## src/rtl/perf_window_ctrl.sv

```systemverilog
// perf_window_ctrl: drives start/stop of an external cycle counter around DUT begin/end
// events and accumulates last/min/max/sum/count/timeout statistics behind a read port.
module perf_window_ctrl #(
  parameter int SUM_W = 48,
  parameter logic [31:0] TIMEOUT = 32'd1000000
) (
  input  logic        clk,
  input  logic        rst,
  input  logic        cmd_valid,
  input  logic [1:0]  cmd_op,
  input  logic        clr_stats,
  input  logic        ev_begin,
  input  logic        ev_end,
  output logic        pc_start,
  output logic        pc_stop,
  input  logic [31:0] pc_value,
  input  logic        rd_en,
  input  logic [2:0]  rd_addr,
  output logic [31:0] rd_data,
  output logic        rd_valid,
  output logic        busy,
  output logic        sample_done
);
  typedef enum logic [2:0] {IDLE, ARMED, START, RUN, STOP, SAMPLE} state_t;
  state_t state_q;
  logic mode_q, abort_pend_q, tmo_q, terr_q, done_q, rd_valid_q;
  logic [31:0] rc_q, last_q, min_q, max_q, cnt_q, tmo_cnt_q, rd_data_q;
  logic [SUM_W-1:0] sum_q, sum_b, sum_d;
  logic [SUM_W-33:0] shadow_q;
  logic [SUM_W:0] sum_x;
  logic [31:0] last_d, min_b, min_d, max_b, max_d, cnt_b, cnt_d, tmo_b, tmo_d, rd_d;
  logic arm, abort, tmo_evt, smp_ok, terr_d;

  assign arm = cmd_valid && (cmd_op == 2'd1 || cmd_op == 2'd2);
  assign abort = cmd_valid && cmd_op == 2'd3;
  assign tmo_evt = state_q == RUN && !ev_end && !abort && rc_q == TIMEOUT;
  assign smp_ok = state_q == SAMPLE && !abort_pend_q && !tmo_q;
  assign pc_start = state_q == START;
  assign pc_stop = state_q == STOP;
  assign busy = state_q != IDLE;
  assign rd_data = rd_data_q;
  assign rd_valid = rd_valid_q;
  assign sample_done = done_q;

  // A clear coinciding with a sample yields the cleared values with that sample applied.
  always_comb begin
    last_d = smp_ok ? pc_value : (clr_stats ? '0 : last_q);
    min_b = clr_stats ? '1 : min_q;
    min_d = (smp_ok && pc_value < min_b) ? pc_value : min_b;
    max_b = clr_stats ? '0 : max_q;
    max_d = (smp_ok && pc_value > max_b) ? pc_value : max_b;
    sum_b = clr_stats ? '0 : sum_q;
    sum_x = {1'b0, sum_b} + {{(SUM_W-31){1'b0}}, pc_value};
    sum_d = !smp_ok ? sum_b : (sum_x[SUM_W] ? '1 : sum_x[SUM_W-1:0]);
    cnt_b = clr_stats ? '0 : cnt_q;
    cnt_d = (smp_ok && cnt_b != '1) ? cnt_b + 32'd1 : cnt_b;
    tmo_b = clr_stats ? '0 : tmo_cnt_q;
    tmo_d = (tmo_evt && tmo_b != '1) ? tmo_b + 32'd1 : tmo_b;
    terr_d = tmo_evt || (!clr_stats && terr_q);
  end

  always_comb begin
    rd_d = tmo_cnt_q;
    case (rd_addr)
      3'd0: rd_d = last_q;
      3'd1: rd_d = min_q;
      3'd2: rd_d = max_q;
      3'd3: rd_d = sum_q[31:0];
      3'd4: rd_d = 32'(shadow_q);
      3'd5: rd_d = cnt_q;
      3'd6: rd_d = {26'b0, mode_q, terr_q, state_q, busy};
      default: rd_d = tmo_cnt_q;
    endcase
  end

  always_ff @(posedge clk or posedge rst) begin
    if (rst) begin
      state_q <= IDLE;
      mode_q <= 1'b0;
      abort_pend_q <= 1'b0;
      tmo_q <= 1'b0;
      rc_q <= '0;
      last_q <= '0;
      min_q <= '1;
      max_q <= '0;
      sum_q <= '0;
      cnt_q <= '0;
      tmo_cnt_q <= '0;
      terr_q <= 1'b0;
      done_q <= 1'b0;
      rd_valid_q <= 1'b0;
      rd_data_q <= '0;
      shadow_q <= '0;
    end else begin
      case (state_q)
        IDLE: if (arm) begin
          state_q <= ARMED;
          mode_q <= cmd_op == 2'd2;
        end
        ARMED: if (abort) state_q <= IDLE;
        else begin
          if (arm) mode_q <= cmd_op == 2'd2;
          if (ev_begin) state_q <= START;
        end
        START: begin
          state_q <= RUN;
          rc_q <= 32'd1;
          if (abort) abort_pend_q <= 1'b1;
        end
        RUN: begin
          rc_q <= rc_q + 32'd1;
          if (ev_end || abort) begin
            state_q <= STOP;
            if (abort) abort_pend_q <= 1'b1;
          end else if (rc_q == TIMEOUT) begin
            state_q <= STOP;
            tmo_q <= 1'b1;
          end
        end
        STOP: state_q <= SAMPLE;
        SAMPLE: begin
          state_q <= (abort_pend_q || !mode_q) ? IDLE : ARMED;
          abort_pend_q <= 1'b0;
          tmo_q <= 1'b0;
        end
        default: state_q <= IDLE;
      endcase
      last_q <= last_d;
      min_q <= min_d;
      max_q <= max_d;
      sum_q <= sum_d;
      cnt_q <= cnt_d;
      tmo_cnt_q <= tmo_d;
      terr_q <= terr_d;
      done_q <= smp_ok;
      rd_valid_q <= rd_en;
      if (rd_en) begin
        rd_data_q <= rd_d;
        if (rd_addr == 3'd3) shadow_q <= sum_q[SUM_W-1:32];
      end
    end
  end
endmodule

```

## config.mk

```make
export PLATFORM = sky130hd
export DESIGN_NAME = perf_window_ctrl
export DESIGN_NICKNAME = d
export VERILOG_FILES = /design/src/rtl/perf_window_ctrl.sv
export SDC_FILE = /design/constraint.sdc
export NUM_CORES = 1
export LEC_CHECK = 0
export CAP_MARGIN = 10
export CORE_MARGIN = 3
export CORE_UTILIZATION = 55
export DETAILED_ROUTE_END_ITERATION = 12
export PLACE_DENSITY = 0.78
export SYNTH_ARGS = -nofsm -noshare
export SYNTH_HDL_FRONTEND = slang
export SYNTH_SLANG_ARGS = --single-unit
```

## constraint.sdc

```tcl
create_clock -name clk -period 9.8 [get_ports clk]
set_input_delay 0.98 -clock clk [delete_from_list [all_inputs] [get_ports clk]]
set_output_delay 0.98 -clock clk [all_outputs]
set_load 0.02 [all_outputs]
```

=== Word-level counts from Yosys, hierarchy flattened ===
Index checks and enable logic that the tools add are counted.

* Logic and storage cells: 112
* Register bits: 297
* Bits of input ports: 44

* Magnitude comparators: 2
* Eq/ne operators: 24
* Muxes and demuxes: 31
* Add/sub/neg operators: 4
* Reduce and logical (&&, ||, !) cells: 35

{| class="wikitable"
|+ Operators with widths
! kind !! number
|-
| 32-bit two-way mux || 10
|-
| 32-bit case mux with 7 select lines || 1
|-
| 48-bit two-way mux || 3
|-
| 32-bit by 1-bit adder with 32-bit output (second input constant) || 3
|-
| 32-bit inequality test (second input constant) || 2
|-
| 32-bit case mux with 2 select lines || 1
|-
| 48-bit by 32-bit adder with 49-bit output || 1
|-
| 32-bit by 20-bit equality test with 1-bit output (second input constant) || 1
|-
| 32-bit greater-than comparator || 1
|-
| 32-bit less-than comparator || 1
|-
| 3-bit case mux with 6 select lines || 1
|-
| 3-bit equality test (second input constant) || 5
|-
| 3-bit two-way mux || 5
|-
| 3-bit by 2-bit equality test with 1-bit output (second input constant) || 4
|-
| 1-bit logical AND || 12
|-
| 2-bit nonzero test || 4
|-
| 1-bit two-way mux || 7
|-
| 3-bit by 1-bit equality test with 1-bit output (second input constant) || 2
|-
| 1-bit zero test || 6
|-
| 3-bit zero test || 2
|-
| 2-bit inequality test (second input constant) || 3
|-
| 2-bit AND reduction || 3
|-
| 3-bit AND reduction || 2
|-
| 3-bit nonzero test || 2
|-
| other kinds (8) || 14
|}

=== Longest topological paths before layout ===
* Depth in word-level cells: 7
* Mapped depth: 19

=== Least setup slack after synthesis ===
OpenSTA, ideal clock, no wires.

* Path kind: input port to flip-flop
* Start: input port clr_stats
* End: register sum_q[16]
* Library setup time: 0.082 ns
* Slack: 4.607 ns
* Buffers on the path: 9
* Stages: 18
* Data required time: 9.718 ns
* Data arrival time: 5.111 ns
* Path through: clkbuf_1 buf_1 clkbuf_1 clkbuf_1 clkbuf_1 clkbuf_1 nor2_1 ha_1 clkbuf_1 nand2_1 or4_1 o211ai_2 a41oi_2 o31ai_2 nand4_1 buf_2 buf_6 a31oi_1

* Longest elaborated chain between the ends: 4

{| class="wikitable"
|+ Ends and longest elaborated chain
! element !! line !! RTL
|-
| start: declaration || 11 || <nowiki>input logic clr_stats,</nowiki>
|-
| 48-bit two-way mux * || 52 || <nowiki>sum_b = clr_stats ? '0 : sum_q;</nowiki>
|-
| 48-bit by 32-bit adder with 49-bit output || 53 || <nowiki>sum_x = {1'b0, sum_b} + {{(SUM_W-31){1'b0}}, pc_value};</nowiki>
|-
| 48-bit two-way mux || 54 || <nowiki>sum_d = !smp_ok ? sum_b : (sum_x[SUM_W] ? '1 : sum_x[SUM_W-1:0]);</nowiki>
|-
| 48-bit two-way mux * || 54 ||
|-
| named net sum_d[16] || 28 || <nowiki>logic [SUM_W-1:0] sum_q, sum_b, sum_d;</nowiki>
|-
| end signal: assignment || 131 || <nowiki>sum_q <= sum_d;</nowiki>
|-
| end: declaration || 28 ||
|}

Mark *: on every way through the listed nets, which the timed path passes. The rest lies on a longest branch.
A chain may end at the register's enable or synchronous reset.

=== Worst setup path in the final report ===
* Start: input port clr_stats
* End: register sum_q[7]

Same word-level chain as after synthesis.

==> impl_metrics.tcl <==
set metrics [dict create \
    path_clk_slew_ns 0.06 \
    synth_mux_area_share_pct 9.12 \
    powerDensity_mw_per_mm2 150 \
    die_w_um 188 \
    io_buffer_count 80 \
    placed_cells 2426 \
    timing.fmax_mhz 181 \
    cts_resized 0 \
    clock_latency_ns 0.53 \
    antenna_found_initial 0 \
    yosys.area_share.adder_pct 7.04 \
    drv_cap 0 \
    netlist_instances 1999 \
    synth_top_area_share_pct 36.4 \
    first_pass_iters 5 \
    dp_hpwl_um 35000 \
    grt_first_pass_wirelength_um 80800 \
    cts_buffers 35 \
    start_kind "input port" \
    setup_viol 0 \
    end_kind "register" \
    period_share_pct 56.3 \
    slew_violations 0 \
    power.leakage_nw 8.84 \
    ys_async_sr_fraction_pct 100 \
    grt_max_degree 112 \
    final_hold_viol_count 0 \
    ant_nets 0 \
    num_antenna_cells 0 \
    synth-seq-cells 297 \
    hold_buffers 0 \
    synth_edf_count 0 \
    worstMarginPinSlew_ns 0.948 \
    path_max_fanout 111 \
    drcViolationCount 0 \
    critical_path_class "in -> reg" \
    clk_path_buf_depth 3 \
    ys_top_cells_by_area "dfrtp_1 (36%), ha_1 (6.9%), nand2_1 (4.8%)" \
    grt_pass1_vias 15200 \
    gp_congestion 0.927 \
    dr_total_vias 15300 \
    final_net_count 2167 \
    start_util_pct 55.9 \
    drive_gt1_share_pct 8.65 \
    synthSimpleGateAreaFrac_pct 19.3 \
    synth_compound_area_share_pct 14.2 \
    ctsHtreeMaxLevel 2 \
    synth_ff_type "dfrtp_1" \
    cp.arrival_ns 5.94 \
    cts_setup_buffers 0 \
    dr.first_iter.drc_count 1583 \
    area_delta_synth_final_pct 12.2 \
    rsz0062_at_grt "false" \
    root_buffer "clkbuf_16" \
    required_ns 10.23 \
    slew_headroom_pct 36.8 \
    die_area_mm2 0.0354 \
    fin_tns_setup_ns 0 \
    ios 81 \
    die_y_um 188 \
    via_per_inst 6.14 \
    tritoncts "done" \
    wl_per_cell_um 20.0 \
    period_needed_ns 5.52 \
    grt-ovfl-total 0 \
    status "completed" \
    synth_largest_area_cell "dfrtp_1" \
    peakVddDrop_mv 0.138 \
    hold_class "reg -> reg" \
    synth.avg_cell_area_um2 9.13 \
    grt_usage_pct 28.0 \
    synth.cell_area_mm2 0.0182 \
    seq_area_frac_synth_pct 41.0 \
    clkSinkCount 297 \
    ys_warn_count 0 \
    skew_ns 0.0203 \
    yosysUniqueCellTypes 68 \
    core_mm2 0.0326 \
    synth_top_family_by_area "simple AND/OR/NAND/NOR gates" \
    drt-total-wl_um 49900 \
    syn_nets 2145 \
    fillers 2672 \
    rows 66 \
    final_cells 2489 \
    synthXorXnorAreaFrac_pct 5.14 \
]
cell usage in the layout (no fill, tap or decap), drive strengths merged, types with 26 or more instances in the layout:
master / count
o21ai: 140
a31oi: 30
mux2i: 84
nor2b: 60
nor3: 26
a21oi: 92
mux2: 35
nor2: 200
nand4: 48
nand2: 232
xnor2: 52
o211ai: 42
clkbuf: 57
dfrtp: 265
nand3: 59
clkdlybuf4s50: 76
inv: 88
a21o: 35
xor2: 55
ha: 101
dfstp: 32
state kept, by name (all words and copies together), names as in the netlist:
signal	cells
abort_pend_q	1
cnt_q	32
last_q	32
max_q	32
min_q	32
mode_q	1
rc_q	32
rd_data	32
rd_valid	1
sample_done	1
shadow_q	16
state_q	3
sum_q	48
terr_q	1
tmo_cnt_q	32
tmo_q	1
cell usage after synthesis (all sizes together), types with 32 or more instances:
cell type and instances:
dfrtp 265, nand2 232, nor2 200, o21ai 140, ha 101, a21oi 92
inv 88, mux2i 84, clkbuf 76, nor2b 60, nand3 59, xor2 55
xnor2 52, nand4 48, o211ai 42, a21o 35, buf 35, mux2 35
dfstp 32
stage by stage:
step | util (%) | area, um^2 | power (mW) | hold slack (ns) | worst slack, ns
2_1_floorplan | - | 18200 | 1.60 | 0.446 | 0.669
3_3_place_gp | 59.2 | 19300 | 1.75 | 0.472 | 4.06
3_5_place_dp | 59.2 | 19300 | 1.77 | 0.488 | 3.81
4_1_cts | 62.8 | 20500 | 3.09 | 0.502 | 4.31
5_1_grt | 62.8 | 20500 | 3.19 | 0.511 | 3.96
6_report | 62.8 | 20500 | 3.08 | 0.504 | 4.28
power breakdown:
group / switching (mW) / internal (mW) / total, mW
Combinational: 0.269 / 0.156 / 0.426
Clock: 0.528 / 0.801 / 1.33
Sequential: 0.0529 / 1.27 / 1.32
Total: 0.850 / 2.23 / 3.08
final cells by class:
class / count / area, um^2 / area share [%]
clock buffer: 57 / 1070 / 5.23
timing repair buffer: 96 / 918 / 4.49
multi-input combinational: 1503 / 10000 / 49.0
clock inverter: 6 / 97.6 / 0.477
inverter: 88 / 339 / 1.66
sequential: 297 / 7470 / 36.5
tap: 442 / 553 / 2.70
kinds of logic (layout without fill, tap and decap cells):
family                     Yosys count  in the layout
muxes                              138            138
DFF                                297            297
buffers and inverters              199            247
AOI/OAI and AO/OA                  418            418
adders and majority gates          102            102
xor gates and xnor gates           107            107
and+or+nand+nor                    738            738
worst max-delay path: stages:
cell and delay [ns]:
buf_4 0.34, buf_12 0.44, nor2b_1 0.14, ha_1 0.46
and3_1 0.25, nand2_1 0.06, or4_1 0.51, o211ai_2 0.28
a41oi_2 0.22, o31ai_2 0.64, nand4_1 0.79, buf_4 0.50
a31oi_1 0.22
worst paths after layout:
check / from / cells after the start / slack, ns / end
max in group asynchronous: rst / 3 / 7.38 / sum_q[19]$_DFF_PP0_
max: clr_stats / 13 / 4.28 / sum_q[7]$_DFF_PP0_
max reg2reg: sum_q[21]$_DFF_PP0_ / 11 / 5.27 / sum_q[7]$_DFF_PP0_
min reg2reg: sum_q[43]$_DFF_PP0_ / 1 / 0.50 / shadow_q[11]$_DFFE_PP0P_
min in group asynchronous: rst / 2 / 0.95 / rd_data[4]$_DFFE_PP0P_
min: sum_q[43]$_DFF_PP0_ / 1 / 0.50 / shadow_q[11]$_DFFE_PP0P_
metal layers:
metal | up-vias | share of wire [%] | GRT usage, %
li1 | 7115 | - | -
met1 | 7480 | 42 | 38.5
met2 | 559 | 47 | 45.4
met3 | 130 | 6.7 | 3.74
met4 | 0 | 3.9 | 10.4
met5 | - | 0 | 0
No activity file was read; power rests on OpenSTA's default activity.
